`config.mk`:
```
export PLATFORM = sky130hd
export DESIGN_NAME = tlb_ctrl
export DESIGN_NICKNAME = d
export VERILOG_FILES = /design/src/rtl/tlb_pkg.sv /design/src/rtl/tlb_lru.sv /design/src/rtl/tlb_ctrl.sv
export SDC_FILE = /design/constraint.sdc
export NUM_CORES = 1
export LEC_CHECK = 0
export BUFFER_PORTS_ARGS = -buffer_cell sky130_fd_sc_hd__buf_2
export CAP_MARGIN = 20
export CORE_MARGIN = 2
export CORE_UTILIZATION = 63
export CTS_CLUSTER_SIZE = 40
export DETAILED_ROUTE_END_ITERATION = 7
export HOLD_SLACK_MARGIN = 0.02
export PLACE_DENSITY = 0.85
export SETUP_SLACK_MARGIN = 0.1
export SYNTH_ARGS = -nofsm -noshare
export SYNTH_HDL_FRONTEND = slang
export SYNTH_HIERARCHICAL = 1
export SYNTH_SLANG_ARGS = --single-unit
```
`constraint.sdc`:
```
create_clock -name clk -period 6 [get_ports clk]
set_input_delay 0.6 -clock clk [delete_from_list [all_inputs] [get_ports clk]]
set_output_delay 0.6 -clock clk [all_outputs]
set_load 0.02 [all_outputs]
```
`src/rtl/tlb_pkg.sv`:
```
// ----------------------------------------------------------------
// tlb_pkg : shared types and default widths for the TLB controller
// Rev 1.0
// ----------------------------------------------------------------
`default_nettype none

package tlb_pkg;
  localparam int TLB_VA_W     = 14;
  localparam int TLB_PA_W     = 10;
  localparam int TLB_OFFSET_W = 8;
  localparam int TLB_ROWS     = 4;
  localparam int TLB_CNT_W    = 16;
  localparam int TLB_VPN_W    = TLB_VA_W - TLB_OFFSET_W;
  localparam int TLB_PPN_W    = TLB_PA_W - TLB_OFFSET_W;
  localparam int TLB_AGE_W    = $clog2(TLB_ROWS);

  typedef enum logic [1:0] {
    ST_IDLE = 2'd0,
    ST_WB   = 2'd1,
    ST_FILL = 2'd2,
    ST_RESP = 2'd3
  } tlb_state_t;

  typedef struct packed {
    logic                 valid;
    logic                 dirty;
    logic [TLB_AGE_W-1:0] age;
    logic [TLB_VPN_W-1:0] tag;
    logic [TLB_PPN_W-1:0] ppn;
  } tlb_entry_t;
endpackage

`default_nettype wire

```
`src/rtl/tlb_lru.sv`:
```
// ----------------------------------------------------------------
// tlb_lru : true-LRU age registers, ages stay a permutation of 0..ROWS-1
// Rev 1.0
// ----------------------------------------------------------------
`default_nettype none

module tlb_lru #(
  parameter int ROWS  = 4,
  parameter int AGE_W = 2
) (
  input  logic                  clk,
  input  logic                  rst_n,
  input  logic                  clear,
  input  logic                  touch,
  input  logic [AGE_W-1:0]      touch_idx,
  output logic [AGE_W-1:0]      lru_idx,
  output logic [ROWS*AGE_W-1:0] ages
);
  logic [AGE_W-1:0] r_age [ROWS];

  always_ff @(posedge clk or negedge rst_n) begin
    if (!rst_n) begin
      for (int i = 0; i < ROWS; i++) r_age[i] <= AGE_W'(i);
    end else if (clear) begin
      for (int i = 0; i < ROWS; i++) r_age[i] <= AGE_W'(i);
    end else if (touch) begin
      // younger entries than the touched one age by one; touched becomes MRU
      for (int i = 0; i < ROWS; i++) begin
        if (AGE_W'(i) == touch_idx)
          r_age[i] <= '0;
        else if (r_age[i] < r_age[touch_idx])
          r_age[i] <= r_age[i] + AGE_W'(1);
      end
    end
  end

  always_comb begin
    lru_idx = '0;
    for (int i = 0; i < ROWS; i++)
      if (r_age[i] == AGE_W'(ROWS - 1)) lru_idx = AGE_W'(i);
  end

  for (genvar g = 0; g < ROWS; g++) begin : g_ages
    assign ages[g*AGE_W +: AGE_W] = r_age[g];
  end
endmodule

`default_nettype wire

```
`src/rtl/tlb_ctrl.sv`:
```
// ----------------------------------------------------------------
// tlb_ctrl : clocked fully-associative TLB, page-table walk/writeback FSM
// Rev 1.0
// ----------------------------------------------------------------
`default_nettype none

import tlb_pkg::*;

module tlb_ctrl #(
  parameter int VA_W     = TLB_VA_W,
  parameter int PA_W     = TLB_PA_W,
  parameter int OFFSET_W = TLB_OFFSET_W,
  parameter int ROWS     = TLB_ROWS,
  parameter int CNT_W    = TLB_CNT_W
) (
  input  logic                     clk,
  input  logic                     rst_n,
  input  logic                     req_valid,
  input  logic                     req_write,
  input  logic [VA_W-1:0]          vaddr,
  output logic                     req_ready,
  output logic [PA_W-1:0]          paddr,
  output logic                     paddr_valid,
  output logic                     hit,
  output logic                     pt_req,
  output logic                     pt_we,
  output logic [VA_W-OFFSET_W-1:0] pt_vpn,
  output logic [PA_W-OFFSET_W-1:0] pt_ppn_out,
  input  logic [PA_W-OFFSET_W-1:0] pt_ppn_in,
  input  logic                     pt_done,
  input  logic                     flush,
  output logic [CNT_W-1:0]         hit_cnt,
  output logic [CNT_W-1:0]         miss_cnt
);
  localparam int VPN_W = VA_W - OFFSET_W;
  localparam int PPN_W = PA_W - OFFSET_W;
  localparam int AGE_W = $clog2(ROWS);

  tlb_state_t       r_state, w_next;
  logic [ROWS-1:0]  r_valid, r_dirty;
  logic [VPN_W-1:0] r_tag [ROWS];
  logic [PPN_W-1:0] r_ppn [ROWS];
  logic [VA_W-1:0]  r_vaddr;
  logic             r_write;
  logic [AGE_W-1:0] r_victim;

  logic [VPN_W-1:0] w_vpn;
  logic [ROWS-1:0]  w_match;
  logic             w_hit, w_inv_found, w_accept, w_do_flush, w_install, w_touch;
  logic [AGE_W-1:0] w_hit_idx, w_inv_idx, w_victim, w_lru_idx, w_touch_idx;
  logic [ROWS*AGE_W-1:0] w_ages_unused;

  assign w_vpn     = vaddr[VA_W-1:OFFSET_W];
  assign req_ready = (r_state == ST_IDLE) && !flush;

  for (genvar g = 0; g < ROWS; g++) begin : g_cam
    assign w_match[g] = r_valid[g] && (r_tag[g] == w_vpn);
  end

  // descending scans so the lowest index wins on multiple candidates
  always_comb begin
    w_hit_idx   = '0;
    w_inv_found = 1'b0;
    w_inv_idx   = '0;
    for (int i = ROWS - 1; i >= 0; i--) begin
      if (w_match[i]) w_hit_idx = AGE_W'(i);
      if (!r_valid[i]) begin
        w_inv_found = 1'b1;
        w_inv_idx   = AGE_W'(i);
      end
    end
  end

  assign w_hit    = |w_match;
  assign w_victim = w_inv_found ? w_inv_idx : w_lru_idx;

  always_ff @(posedge clk or negedge rst_n) begin
    if (!rst_n) r_state <= ST_IDLE;
    else        r_state <= w_next;
  end

  always_comb begin
    w_next     = r_state;
    w_accept   = 1'b0;
    w_do_flush = 1'b0;
    w_install  = 1'b0;
    case (r_state)
      ST_IDLE: begin
        if (flush) begin
          w_do_flush = 1'b1;
        end else if (req_valid) begin
          w_accept = 1'b1;
          if (!w_hit)
            w_next = (r_valid[w_victim] && r_dirty[w_victim]) ? ST_WB : ST_FILL;
        end
      end
      ST_WB:   if (pt_done) w_next = ST_FILL;
      ST_FILL: if (pt_done) begin
        w_next    = ST_RESP;
        w_install = 1'b1;
      end
      ST_RESP: w_next = ST_IDLE;
      default: w_next = ST_IDLE;
    endcase
  end

  assign w_touch     = (w_accept && w_hit) || w_install;
  assign w_touch_idx = w_install ? r_victim : w_hit_idx;

  always_ff @(posedge clk or negedge rst_n) begin
    if (!rst_n) begin
      r_valid     <= '0;
      r_dirty     <= '0;
      for (int i = 0; i < ROWS; i++) begin
        r_tag[i] <= '0;
        r_ppn[i] <= '0;
      end
      r_vaddr     <= '0;
      r_write     <= 1'b0;
      r_victim    <= '0;
      paddr       <= '0;
      paddr_valid <= 1'b0;
      hit         <= 1'b0;
      pt_req      <= 1'b0;
      pt_we       <= 1'b0;
      pt_vpn      <= '0;
      pt_ppn_out  <= '0;
      hit_cnt     <= '0;
      miss_cnt    <= '0;
    end else begin
      paddr_valid <= 1'b0;
      hit         <= 1'b0;
      if (w_do_flush) begin
        r_valid <= '0;
        r_dirty <= '0;
      end
      if (w_accept) begin
        r_vaddr <= vaddr;
        r_write <= req_write;
        if (w_hit) begin
          paddr       <= {r_ppn[w_hit_idx], vaddr[OFFSET_W-1:0]};
          paddr_valid <= 1'b1;
          hit         <= 1'b1;
          if (req_write) r_dirty[w_hit_idx] <= 1'b1;
          if (hit_cnt != '1) hit_cnt <= hit_cnt + CNT_W'(1);
        end else begin
          if (miss_cnt != '1) miss_cnt <= miss_cnt + CNT_W'(1);
          r_victim <= w_victim;
          pt_req   <= 1'b1;
          if (r_valid[w_victim] && r_dirty[w_victim]) begin
            pt_we      <= 1'b1;
            pt_vpn     <= r_tag[w_victim];
            pt_ppn_out <= r_ppn[w_victim];
          end else begin
            pt_we  <= 1'b0;
            pt_vpn <= w_vpn;
          end
        end
      end
      if (r_state == ST_WB && pt_done) begin
        r_dirty[r_victim] <= 1'b0;
        pt_we             <= 1'b0;
        pt_vpn            <= r_vaddr[VA_W-1:OFFSET_W];
      end
      if (w_install) begin
        r_valid[r_victim] <= 1'b1;
        r_dirty[r_victim] <= r_write;
        r_tag[r_victim]   <= r_vaddr[VA_W-1:OFFSET_W];
        r_ppn[r_victim]   <= pt_ppn_in;
        pt_req            <= 1'b0;
        paddr             <= {pt_ppn_in, r_vaddr[OFFSET_W-1:0]};
        paddr_valid       <= 1'b1;
      end
    end
  end

  tlb_lru #(
    .ROWS  (ROWS),
    .AGE_W (AGE_W)
  ) u_lru (
    .clk       (clk),
    .rst_n     (rst_n),
    .clear     (w_do_flush),
    .touch     (w_touch),
    .touch_idx (w_touch_idx),
    .lru_idx   (w_lru_idx),
    .ages      (w_ages_unused)
  );
endmodule

`default_nettype wire

```
==> results of run 1 <==
==> sequential cells by signal, indices dropped and copies added (netlist names), 2 cells and up <==
signal      flops
r_tag          24
hit_cnt        16
miss_cnt       16
r_vaddr        14
paddr          10
r_ppn           8
u_lru/ages      8
pt_vpn          6
r_dirty         4
r_valid         4
pt_ppn_out      2
r_state         2
r_victim        2
==> final timing paths <==
kind	to	depth (start not counted)	start
worst max-delay path	u_lru/ages[1]	12	r_tag[1]
worst min-delay path	hit_cnt[10]	1	rst_n
worst max register to register	u_lru/ages[1]	12	r_tag[1]
worst min register to register	r_vaddr[0]	2	r_vaddr[0]
max in group asynchronous	miss_cnt[9]	2	rst_n
min in group clk	r_vaddr[6]	3	vaddr[6]
==> cell usage after synthesis (3+ instances only) <==
cell and n:
nand2_1 124, dfrtp_1 117, nor2_1 33, xnor2_1 27
xor2_1 27, mux2_2 26, inv_1 17, nand3_1 17
a21oi_1 16, clkbuf_1 14, o21ai_1 14, ha_1 13
nor2b_1 13, o21ai_0 13, a31oi_1 12, nand4_1 11
a211oi_1 9, buf_2 9, nor3_1 9, and3_1 8
mux4_2 6, mux2_1 5, nand2b_1 5, and2_1 4
dfstp_2 4, mux2i_1 4, nor3_2 4, nor3b_1 4
nor4_4 4, a211o_1 3, and4_1 3, buf_1 3
mux2_4 3, nand3b_1 3, o21bai_1 3, o31ai_1 3
or3_1 3
==> worst max-delay path, stage by stage (launching register included) <==
cell     delay, ns
dfrtp_1       0.41
xnor2_1       0.17
nand4_1       0.17
nor4_4        0.47
a21oi_1       0.21
or2_1         0.28
o21ai_1       0.47
mux4_1        0.62
inv_1         0.14
ha_1          0.26
nor3b_1       0.29
mux2i_1       0.23
o21ai_0       0.09
==> stage by stage <==
stage | std cells | hold WS [ns] | setup slack (ns) | total power, mW
final | 854 | 0.0852 | 2.05 | 3.55
after detailed placement | 821 | 0.467 | 1.77 | 2.47
after floorplan | 639 | 0.304 | 2.35 | 2.14
after global routing | 854 | 0.131 | 1.78 | 3.74
after global placement | 821 | 0.458 | 1.93 | 2.41
after CTS | 853 | 0.110 | 2.10 | 3.55
==> kinds of logic (layout without fill, tap and decap cells) <==
family / count (synthesis) / in the layout / synth area share [%]
buffers and inverters: 50 / 132 / 3.37
xor gates and xnor gates: 54 / 54 / 7.32
and+or+nand+nor: 256 / 256 / 19.9
adders and majority gates: 13 / 13 / 2.52
AOI/OAI and AO/OA: 100 / 100 / 10.7
DFF: 121 / 121 / 47.0
muxes: 45 / 45 / 9.22
==> per-layer routing <==
metal / GRT usage [%] / vias to the layer above / routed length (um)
met1: 38.2 / 2549 / 6540
li1: - / 2373 / -
met3: 6.80 / 44 / 905
met4: 13.2 / 0 / 454
met5: 0 / - / 0
met2: 49.4 / 210 / 7850
==> where the power goes <==
group          switching, mW  internal [mW]
clock                  0.388          0.658
combinational          0.675          0.492
sequential             0.250           1.08
==> final cells by class <==
class,instances,area (um2),share of cell area [%]
multi-input cells,468,3210,42.8
flip-flops and latches,121,3030,40.4
clock buffers,19,442,5.88
repair buffers,79,405,5.40
clock inverters,13,168,2.23
well taps,133,166,2.22
inverters,21,78.8,1.05
==> flow_summary.toml, run 1 <==
[placed_design]
gp_congestion = 0.893
dpl_cell_area_mm2 = 0.00689
post-dp-hpwl_mm = 10.3
port_buffers = 76

[global_routing]
grt_max_degree = 71
grt_pass1_wl_mm = 26.2
antenna_found_initial = 0
grt_usage_pct = 30.0
overflow = 0
grt_pass1_vias = 5279

[floorplanning]
std_cell_rows = 36
core_mm2 = 0.00986
initial_core_util_pct = 65.5
die_w_um = 105
die_area_mm2 = 0.0111
die_h_um = 105
io_pins = 77

[routing]
first_pass_iters = 6
wirelength_mm = 15.8
drc = 0
routed_via_density = 6.06
drtIter0Drc = 350
ant_nets = 0
num_vias = 5176
wire_per_inst_um = 18.5

[timing]
hold_viol = 0
fmax_ghz = 0.253
skew_ns = 0.00919
fin_crit_sh_pct = 65.8
tightest_slew_ns = 1.05
period_minus_slack_ns = 3.95
final-setup-viol-count = 0
rsz0062_at_grt = "no"
slew_headroom_pct = 29.2
timing_max_transition_violations_final = 0
tns_ns = 0

[clocking]
tritoncts = "built"
htreeDepth = 4
ctsRootBufferMaster = "clkbuf_8"
numCtsBuffers = 17
ctsHoldBuffers = 0
clock_sinks = 121
cts_resized = 0
cts_max_path_buffers = 2
clock_latency_ns = 0.53
path_clk_slew_ns = 0.06
postCtsSetupRepairBufs = 0

[pwr]
power_density_mw_per_mm2 = 473
p_leak_nw = 3.63
vdd_ir_drop_max_v = 0.000304

[setup_path]
crit_arrival_ns = 4.35
cp.required_ns = 6.40
critPathLaunchType = "register"
rrSetupSlack_ns = 2.05
endpoint_kind = "register"
path_class = "reg -> reg"
crit_path_max_fanout = 9

[final_layout]
finish.net_count = 743
fin_area_mm2 = 0.00751
drive_gt1_share_pct = 23.4
post-route-util_pct = 76.1
antenna_cells = 0
area_delta_synth_final_pct = 16.2
layout_common_cells = "124 x nand2_1, 117 x dfrtp_1, 75 x buf_2"
mostFrequentLayoutCell = "nand2_1"
final.fill_count = 635

[job]
max_cap_viol_count = 0

[yosys]
synth_top_area_share_pct = 45.3
synth_async_sr_flop_share_pct = 100
ys_top_cells_by_area = "dfrtp_1 45%, nand2_1 7.2%, mux2_2 4.5%"
syn_area_per_cell_um2 = 10.1
synth_top_area_cell = "dfrtp_1"
synth_area_mm2 = 0.00646
synthCells = 639
ys_types = 72
seq_area_frac_synth_pct = 47.0
ys_ff_latch = 121
ys.flop_type = "dfrtp_1"
yosys_warnings = 6
syn_nets = 674
synth_edf_count = 0

[status]
status = "finished clean"

[worst_hold_path]
hold_class = "in -> async"
Note: power is estimated with default switching activity, not from simulation.
==> run 2: changes to the inputs <==
Settings changed: ABC_AREA set to 1, CORE_UTILIZATION 63 to 53, PLACE_DENSITY 0.85 to 0.76.
Clock period 6 ns to 3.3 ns, I/O delays scaled along.
==> run 2 against run 1 <==
Count of clock-buffer cells in the layout is 4 higher. Sequential power up 86%. Wire length increased by 3.6%.
==> flow_summary.toml, run 2 <==
[global_routing]
grt_pass1_wl_mm = 26.9
grt_max_degree = 68
grt_pass1_vias = 5607
antenna_found_initial = 0
overflow = 0
grt_usage_pct = 25.6

[yosys]
synth.most_common_cell = "nand2_1"
yosys_warnings = 6
ys_types = 41
synthCells = 898
synth_area_mm2 = 0.00673
synth_top_area_share_pct = 43.5
ys.flop_type = "dfrtp_1"
ys_ff_latch = 121
synth_async_sr_flop_share_pct = 100
ys_top_cells_by_area = "dfrtp_1 43%, nand2_1 17%, o21ai_0 7.3%"
synth_top_area_cell = "dfrtp_1"
synth_edf_count = 0
synthTopCellsByCount = "304 x nand2_1, 117 x dfrtp_1, 98 x o21ai_0, 91 x inv_1, 70 x nand3_1"
syn_area_per_cell_um2 = 7.50
syn_nets = 933
seq_area_frac_synth_pct = 45.1

[clocking]
cts_max_path_buffers = 2
clock_latency_ns = 0.42
tritoncts = "built"
clock_sinks = 121
numCtsBuffers = 17
htreeDepth = 4
path_clk_slew_ns = 0.05
ctsRootBufferMaster = "clkbuf_16"

[timing]
timing_max_transition_violations_final = 0
final-setup-viol-count = 0
hold_viol = 0
tightest_slew_ns = 0.664
slew_headroom_pct = 55.6
fmax_ghz = 0.341
skew_ns = 0.00581
rsz0062_at_grt = "no"
fin_crit_sh_pct = 88.9
setup_ws_ns = 0.366
period_minus_slack_ns = 2.93
tns_ns = 0

[setup_path]
crit_path_max_fanout = 5
crit_chain = "xnor2_1, nand2_1, nor2_1, nand3_4, nand2_4, nor2_2, nor2_1, a21oi_2, nand2_1, inv_1, a22o_1, a221oi_1, buf_4, ha_1, nand2_1, nand2_1, nand2_2, nand2_2, nand2_1, nand2_1"
crit_arrival_ns = 3.25
path_class = "reg -> reg"
max_stage_delay_ns = 0.41
endpoint_kind = "register"
cp.required_ns = 3.62
rrSetupSlack_ns = 0.37
path_buf_inv = 2
slowest_stage = "dfrtp_1"
path_delay_family = "simple AND/OR/NAND/NOR gates"
critPathLaunchType = "register"
cp_common_cell = "nand2_1"

[final_layout]
largest_reg_flops = 24
regMostFlops = "r_tag"
layout_common_cells = "304 x nand2_1, 117 x dfrtp_1, 97 x o21ai_0"
reg_top3 = "r_tag: 24 flops, hit_cnt: 16 flops, miss_cnt: 16 flops"
fin_area_mm2 = 0.00792
mostFrequentLayoutCell = "nand2_1"
antenna_cells = 0
drive_gt1_share_pct = 15.7
finalNonFillerCells = 1168
area_delta_synth_final_pct = 17.6
finish.net_count = 1018

[floorplanning]
std_cell_rows = 41
initial_core_util_pct = 53.8
die_h_um = 117
die_area_mm2 = 0.0136
core_mm2 = 0.0125
die_w_um = 117
io_pins = 77

[routing]
first_pass_iters = 6
ant_nets = 0
wirelength_mm = 16.3
drc = 0
drtIter0Drc = 667
num_vias = 6131
routed_via_density = 5.25
wire_per_inst_um = 14.0

[placed_design]
port_buffers = 76
post-dp-hpwl_mm = 11.4
dp.cells = 1134
pre_cts_ws_ns = 0.171
gp_congestion = 0.886
dpl_cell_area_mm2 = 0.00729

[job]
max_cap_viol_count = 0

[status]
status = "finished clean"

[pwr]
power_density_mw_per_mm2 = 858
vdd_ir_drop_max_v = 0.000506
p_leak_nw = 4.04

[worst_hold_path]
hold_class = "in -> reg"
-- run 2: cell types whose count changed after synthesis, sizes merged, moves of 8 or more --
| cell | change |
|---|---|
| mux2 | -34 |
| xor2 | -12 |
| xnor2 | -10 |
| and3 | -8 |
| a211oi | -9 |
| o21ai | +80 |
| nor2 | +27 |
| a31oi | -12 |
| inv | +84 |
| nand2 | +194 |
| nand3 | +54 |
| nor2b | -13 |
-- run 2: metal layers --
| metal | global-route usage, % | up-vias | share of wire (%) |
|---|---|---|---|
| li1 | - | 3041 | - |
| met1 | 35.5 | 2844 | 46 |
| met2 | 39.1 | 216 | 46 |
| met3 | 6.28 | 30 | 6.2 |
| met4 | 10.0 | 0 | 1.9 |
| met5 | 0 | - | 0 |
-- run 2: power breakdown --
part / switching (mW) / internal (mW) / total (mW)
Clock: 0.649 / 1.24 / 1.89
Combinational: 1.61 / 0.821 / 2.43
Sequential: 0.454 / 2.02 / 2.48
Total: 2.71 / 4.08 / 6.79
-- run 2: logic make-up (layout without fill, tap and decap cells) --
kind of cell / Yosys count / after routing / synth area share [%]
AO/OA/AOI/OAI: 136 / 136 / 10.7
XOR/XNOR: 32 / 32 / 4.16
adder cells (fa/ha/maj): 13 / 13 / 2.42
buffers and inverters: 126 / 224 / 7.79
flip-flops: 121 / 121 / 45.1
AND/OR/NAND/NOR: 470 / 470 / 29.8
-- run 2: worst min-delay path, cell delays in order --
cell,delay (ns)
buf_2,0.08
nand2_1,0.04
o21ai_0,0.05
-- run 2: cell type report --
type                            instances  area (um2)
Clock inverter                          9         120
Multi-Input combinational cell        651        3180
Sequential cell                       121        3030
Fill cell                            1137        4600
Inverter                              104         400
Tap cell                              172         215
Timing Repair Buffer                   88         488
Clock buffer                           23         478
-- run 2: path summary, 6_finish.rpt --
| check | cells after the start | to | from |
|---|---|---|---|
| worst max register to register | 20 | u_lru/ages[4] | r_tag[22] |
| worst max-delay path | 20 | u_lru/ages[4] | r_tag[22] |
| worst min-delay path | 3 | r_vaddr[7] | vaddr[7] |
| max in group asynchronous | 3 | u_lru/ages[2] | rst_n |
| worst min register to register | 2 | paddr[8] | paddr[8] |
| min in group asynchronous | 2 | r_vaddr[10] | rst_n |
-- run 2: timing repair --
item                       4_1_cts  5_1_grt
hold endpoints to repair        41        0
gates resized for setup          0        3
setup buffers                    0        1
hold buffers                     1        0
setup endpoints to repair        0        8
-- run 2: through the flow --
step           power (mW)  utilization, %  hold slack [ns]
4_1_cts              6.80            63.1            0.117
2_1_floorplan        4.15               -           0.0344
3_3_place_gp         4.82            58.3            0.356
6_report             6.79            63.2            0.124
3_5_place_dp         4.89            58.3            0.362
5_1_grt              7.31            63.2            0.136
